[src/rtl/uart_wb_cmd_engine.sv]
// uart_wb_cmd_engine
//   Parses host command frames arriving byte-by-byte from a UART receiver and
//   runs the matching 32-bit Wishbone bursts.
//     write frame: 0x01, N, A3..A0, then N x (D3..D0)
//     read  frame: 0x02, N, A3..A0; each word read is returned MSB-first
//   N = 0 means 256 words. Addresses step by 4 and wrap modulo 2^32.
//   A bus cycle with no ack within WB_TIMEOUT cycles is abandoned: err pulses,
//   read data becomes 32'hFFFF_FFFF, and the frame carries on. Rx silence of
//   IDLE_TIMEOUT cycles in the middle of a frame drops the frame and pulses err.
// Ports
//   core_clk, core_rstn        clock, synchronous active-low reset
//   rx_data/rx_valid/rx_ready  inbound byte stream (taken on valid & ready)
//   tx_data/tx_valid/tx_ready  outbound response bytes
//   wbm_*                      Wishbone classic master
//   busy                       high whenever the parser is not idle
//   err                        one-cycle pulse on bus timeout or idle timeout
module uart_wb_cmd_engine #(
  parameter int unsigned WB_TIMEOUT   = 1024,
  parameter int unsigned IDLE_TIMEOUT = 65535
) (
  input  logic        core_clk,
  input  logic        core_rstn,
  input  logic [7:0]  rx_data,
  input  logic        rx_valid,
  output logic        rx_ready,
  output logic [7:0]  tx_data,
  output logic        tx_valid,
  input  logic        tx_ready,
  output logic        wbm_cyc_o,
  output logic        wbm_stb_o,
  output logic        wbm_we_o,
  output logic [3:0]  wbm_sel_o,
  output logic [31:0] wbm_adr_o,
  output logic [31:0] wbm_dat_o,
  input  logic [31:0] wbm_dat_i,
  input  logic        wbm_ack_i,
  output logic        busy,
  output logic        err
);

  localparam int unsigned WbW = $clog2(WB_TIMEOUT);
  localparam int unsigned IdW = $clog2(IDLE_TIMEOUT);

  typedef enum logic [2:0] {
    StIdle, StLen, StAdr, StWdat, StWbw, StWbr, StRdat
  } state_e;

  state_e          state_q;
  logic            is_wr_q;
  logic [7:0]      cnt_q;
  logic [31:0]     adr_q;
  logic [31:0]     dat_q;
  logic [31:0]     rdat_q;
  logic [1:0]      bidx_q;
  logic            cyc_q;
  logic            txv_q;
  logic            err_q;
  logic [WbW-1:0]  wb_tmr_q;
  logic [IdW-1:0]  idle_tmr_q;

  logic in_frame;
  logic rx_hs;
  logic tx_hs;
  logic wb_to;
  logic wb_done;
  logic idle_to;

  assign in_frame = (state_q == StLen) || (state_q == StAdr) || (state_q == StWdat);
  assign rx_ready = in_frame || (state_q == StIdle);
  assign rx_hs    = rx_valid && rx_ready;
  assign tx_hs    = txv_q && tx_ready;
  // Timeout fires on the WB_TIMEOUT-th cycle of cyc without an ack.
  assign wb_to    = cyc_q && !wbm_ack_i && (wb_tmr_q == WbW'(WB_TIMEOUT - 1));
  assign wb_done  = cyc_q && (wbm_ack_i || wb_to);
  assign idle_to  = in_frame && !rx_hs && (idle_tmr_q == IdW'(IDLE_TIMEOUT - 1));

  assign tx_data   = rdat_q[31:24];
  assign tx_valid  = txv_q;
  assign wbm_cyc_o = cyc_q;
  assign wbm_stb_o = cyc_q;
  assign wbm_we_o  = cyc_q && is_wr_q;
  assign wbm_sel_o = {4{cyc_q}};
  assign wbm_adr_o = adr_q;
  assign wbm_dat_o = dat_q;
  assign busy      = (state_q != StIdle);
  assign err       = err_q;

  always_ff @(posedge core_clk) begin
    if (!core_rstn) begin
      state_q    <= StIdle;
      is_wr_q    <= 1'b0;
      cnt_q      <= '0;
      adr_q      <= '0;
      dat_q      <= '0;
      rdat_q     <= '0;
      bidx_q     <= '0;
      cyc_q      <= 1'b0;
      txv_q      <= 1'b0;
      err_q      <= 1'b0;
      wb_tmr_q   <= '0;
      idle_tmr_q <= '0;
    end else begin
      err_q <= 1'b0;

      if (cyc_q) wb_tmr_q <= wb_tmr_q + WbW'(1);
      else       wb_tmr_q <= '0;

      if (!in_frame || rx_hs) idle_tmr_q <= '0;
      else                    idle_tmr_q <= idle_tmr_q + IdW'(1);

      unique case (state_q)
        StIdle: begin
          if (rx_hs && (rx_data == 8'h01 || rx_data == 8'h02)) begin
            is_wr_q <= (rx_data == 8'h01);
            state_q <= StLen;
          end
        end
        StLen: begin
          if (idle_to) begin
            err_q   <= 1'b1;
            state_q <= StIdle;
          end else if (rx_hs) begin
            cnt_q   <= rx_data;
            bidx_q  <= '0;
            state_q <= StAdr;
          end
        end
        StAdr: begin
          if (idle_to) begin
            err_q   <= 1'b1;
            bidx_q  <= '0;
            state_q <= StIdle;
          end else if (rx_hs) begin
            adr_q  <= {adr_q[23:0], rx_data};
            bidx_q <= bidx_q + 2'd1;
            if (bidx_q == 2'd3) begin
              if (is_wr_q) begin
                state_q <= StWdat;
              end else begin
                cyc_q   <= 1'b1;
                state_q <= StWbr;
              end
            end
          end
        end
        StWdat: begin
          if (idle_to) begin
            err_q   <= 1'b1;
            bidx_q  <= '0;
            state_q <= StIdle;
          end else if (rx_hs) begin
            dat_q  <= {dat_q[23:0], rx_data};
            bidx_q <= bidx_q + 2'd1;
            if (bidx_q == 2'd3) begin
              cyc_q   <= 1'b1;
              state_q <= StWbw;
            end
          end
        end
        StWbw: begin
          if (wb_done) begin
            cyc_q   <= 1'b0;
            err_q   <= wb_to;
            adr_q   <= adr_q + 32'd4;
            cnt_q   <= cnt_q - 8'd1;
            // cnt_q == 1 means this was the last word; N = 0 runs 256 words.
            state_q <= (cnt_q != 8'd1) ? StWdat : StIdle;
          end
        end
        StWbr: begin
          if (wb_done) begin
            cyc_q   <= 1'b0;
            err_q   <= wb_to;
            rdat_q  <= wb_to ? 32'hFFFF_FFFF : wbm_dat_i;
            txv_q   <= 1'b1;
            bidx_q  <= '0;
            state_q <= StRdat;
          end
        end
        StRdat: begin
          if (tx_hs) begin
            rdat_q <= {rdat_q[23:0], 8'h00};
            bidx_q <= bidx_q + 2'd1;
            if (bidx_q == 2'd3) begin
              txv_q <= 1'b0;
              adr_q <= adr_q + 32'd4;
              cnt_q <= cnt_q - 8'd1;
              if (cnt_q != 8'd1) begin
                cyc_q   <= 1'b1;
                state_q <= StWbr;
              end else begin
                state_q <= StIdle;
              end
            end
          end
        end
        default: state_q <= StIdle;
      endcase
    end
  end

endmodule

[config.mk]
export PLATFORM = sky130hd
export DESIGN_NAME = uart_wb_cmd_engine
export DESIGN_NICKNAME = d
export VERILOG_FILES = /design/src/rtl/uart_wb_cmd_engine.sv
export SDC_FILE = /design/constraint.sdc
export NUM_CORES = 1
export LEC_CHECK = 0
export CAP_MARGIN = 20
export CELL_PAD_IN_SITES_DETAIL_PLACEMENT = 2
export CELL_PAD_IN_SITES_GLOBAL_PLACEMENT = 2
export CORE_MARGIN = 8
export CORE_UTILIZATION = 33
export DETAILED_ROUTE_END_ITERATION = 12
export GPL_TIMING_DRIVEN = 0
export HOLD_SLACK_MARGIN = 0.06
export PLACE_DENSITY_LB_ADDON = 0.1
export SLEW_MARGIN = 10
export SYNTH_ARGS = -nofsm -noshare
export SYNTH_HDL_FRONTEND = slang
export SYNTH_SLANG_ARGS = --single-unit
[constraint.sdc]
create_clock -name core_clk -period 3.6 [get_ports core_clk]
set_input_delay 0.9 -clock core_clk [delete_from_list [all_inputs] [get_ports core_clk]]
set_output_delay 0.9 -clock core_clk [all_outputs]
set_load 0.02 [all_outputs]
==> metrics.md <==
| Metric | Value |
|---|---|
| GRT Util Overall | 0.207 |
| Setup tns final | 0 ns |
| CTS tree | yes |
| Synth Register Bits | about 140 |
| Slowest CP cell | clkdlybuf4s50_1 |
| Vias per inst | ~5.5 |
| Max Cap Viol | 0 |
| Gr ovfl total | 0 |
| Post-Synthesis Net Count | a little over 900 |
| Part of the cycle the worst path needs | 0.825 |
| Clock Pin Slew Worst Setup and Hold Paths | around 0.060 ns |
| Worst vdd ir | 0.000315 V |
| DRT Pass-1 Iters | 4 |
| RSZ-0062 raised after global routing | false |
| Sequential share of the synthesized area | 0.396 |
| Initial antenna violation count | 0 |
| Hold EP | rdat_q[5] |
| Worst Hold Class | reg2reg |
| Synthesized area | approximately 7000 sq um |
| Final setup violation count | 0 |
| First-pass GRT wire length | 43400 um |
| Synth cell types | 77 |
| Critical Path RT | 2.70 ns |
| R2R Setup Slk | 1.13 ns |
| Clock root cell | clkbuf_16 |
| # diodes | 0 |
| Post-CTS Setup Bufs | 0 |
| FP Rows | 53 |
| Fillcell total | 2418 |
| Clk buf depth | 2 |
| Crit path time final | 2.97 ns |
| Nets | 1074 |
| Die ar. | between 20000 and 30000 sq um |
| IO Pins | around 130 |
| Place WS | 0.377 ns |
| TritonCTS buffer count | 17 |
| Leak | 3.07 nW |
| Die H | 162 um |
| Skew final | 0.0120 ns |
| P&R area growth vs syn | 31.2% |
| Pin count of the biggest net entering global routing | 17 |
| Vias in the first global route | 7910 |
| Most frequent cells in the layout | 146 x nand2_1, 139 x dfxtp_1, 127 x clkdlybuf4s50_1, 63 x o21ai_0, 61 x nor2_1 |
| Final HPWL DP | 19700 um |
| Hold Crit Start | rdat_q[5] |
| Worst reg-to-reg path cell count | 7 |
| Reg2reg end | wbm_adr_o[14] |
| DRC marker count from the first detailed-route iteration | 253 |
| Crit-path max FO | 8 |
| Crit Path Category | reg2out |
| Die Wd | 162 um |
| Core footprint | 21000 sq um |
| CP peak stage delay | 0.63 ns |
| PostCTS Resize Cnt | 0 |
| Final instance area | 9220 sq um |
| Drt total wl | 27300 um |
| Worst setup SP type | register |
| Residual DRC | 0 |
| WL/cell | 20.8 um |
| Placed cell areas | 8640 sq um |
| Most common cell after layout, fill and taps aside | nand2_1 |
| Max frequency | between 300 and 400 MHz |
| Post-synth EDFFs | 0 |
| Syn avg cell area | ~8.0 sq um |
| Utilization after layout | 0.440 |
| Worst Path Arrival | 2.07 ns |
| Setup crit end kind | output port |
| CTS sink cnt | approximately 140 |
| Port Buffers | 127 |
| Post-synth top flop | dfxtp_1 |
| Post-DRT Antenna Nets | 0 |
| Final setup margin | 0.632 ns |
| Ys async rst share | 0 |
| Cell total after placement | 1278 |
| Starting density of the core | 0.335 |
| Worst R2R Start | wb_tmr_q[0] |
| Max-slew violation count | 0 |
| Syn Inst Count | approximately 880 |
| Routed via count | 7175 |
| Status | complete, no violations |
| GP Congestion | 0.839 |
| Worst skew pair latency | around 0.43 ns |
| Hold_buf cts | 0 |
| Critical-path cell list | clkbuf_1 > inv_1 > nor2_1 > clkdlybuf4s50_1 |
| Final Hold Vio Count | 0 |
| H-tree Lvls | 4 |
| Slew HR | 0.451 |
| Share of cells above drive strength 1 | 0.0976 |
| P per Cell Area | 419 nW/um^2 |
| Worst slew pin tran | 0.823 ns |
| Non-filler cells in the finished layout | between 1000 and 1500 |
| Yosys warns | 0 |
| Hold Path Stages | 2 |
[worst max-delay path, delay by kind of cell, from the launching register on]
kind,cells,cell delay [ns]
buffers and inverters,3,1.09
AND/OR/NAND/NOR,1,0.12
flip-flops,1,0.43
[where the power goes]
| group | leakage [nW] | internal (mW) | switching (mW) |
|---|---|---|---|
| Combinational | 1.68 | 0.211 | 0.295 |
| Clock | 0.276 | 0.976 | 0.787 |
| Sequential | 1.12 | 1.56 | 0.0333 |
[synth_stat cells, drive strengths merged, types with 5 or more instances]
cell    number  area (sq um)
o22ai       32           200
a21oi       45           236
nor2        61           229
inv         12          45.0
o21ai       66           330
nand2b       6          37.5
and3         9          56.3
o31ai        8          65.1
ha           7          87.6
clkbuf      36           135
nand4       11          90.1
o211ai      14           110
nand2      147           554
or3         11          70.1
a41oi        5          43.8
nor2b        9          56.3
mux2i        6          60.1
and4         5          45.0
xor2        12           105
dfxtp      139          2780
nor4         9          83.8
nor3        14          96.4
and2        16           101
buf         40           249
a21boi      52           390
xnor2        7          61.3
nand3       47           240
[flip-flops by register name, indices dropped and copies added, names as in the netlist]
| signal | flops |
|---|---|
| rdat_q | 32 |
| wbm_dat_o | 32 |
| idle_tmr_q | 16 |
| state_q | 3 |
| bidx_q | 2 |
| wbm_cyc_o | 1 |
| cnt_q | 8 |
| wb_tmr_q | 10 |
| tx_valid | 1 |
| wbm_adr_o | 32 |
| err | 1 |
| is_wr_q | 1 |
[routing by layer]
metal,share of wire,global-route usage
met5,0,0
met1,0.47,0.260
met4,0.014,0.0623
met2,0.48,0.359
met3,0.035,0.0316
[worst max-delay path by stage]
| stage | end | cells after the start | startpoint | slack (ns) |
|---|---|---|---|---|
| 4_1_cts | wbm_we_o | 4 | wbm_cyc_o | 0.58 |
| 3_5_place_dp | state_q[2] | 7 | rx_data[4] | 0.38 |
| 6_report | wbm_we_o | 4 | wbm_cyc_o | 0.63 |
| 5_1_grt | wbm_we_o | 4 | wbm_cyc_o | 0.53 |
| 3_3_place_gp | state_q[2] | 7 | rx_data[4] | 0.44 |
| 2_1_floorplan | state_q[2] | 6 | rx_data[3] | 1.33 |
[logic make-up after synthesis]
logic type      share of synthesized area
xor+xnor                           0.0237
fa+ha+maj                          0.0125
compound gates                      0.247
flops                               0.396
simple gates                        0.251
mux                               0.00855
buf+inv                            0.0621
[final cells by class]
type,instances,area (sq um),share of cell area
buffer,76,384,0.0417
clock buffer,17,425,0.0461
multi-input combinational,647,3810,0.413
clock inverter,15,150,0.0163
sequential,139,2780,0.302
inverter,14,52.6,0.00570
timing repair buffer,127,1270,0.138
tap,275,344,0.0373
[through the flow]
| step | hold WS [ns] | power [mW] |
|---|---|---|
| 4_1_cts | 0.470 | 3.90 |
| 3_3_place_gp | 0.432 | 2.12 |
| 5_1_grt | 0.493 | 4.00 |
| 3_5_place_dp | 0.462 | 2.13 |
| 6_report | 0.464 | 3.86 |
| 2_1_floorplan | 0.418 | 1.93 |
Note: power is estimated with default switching activity, not from simulation.
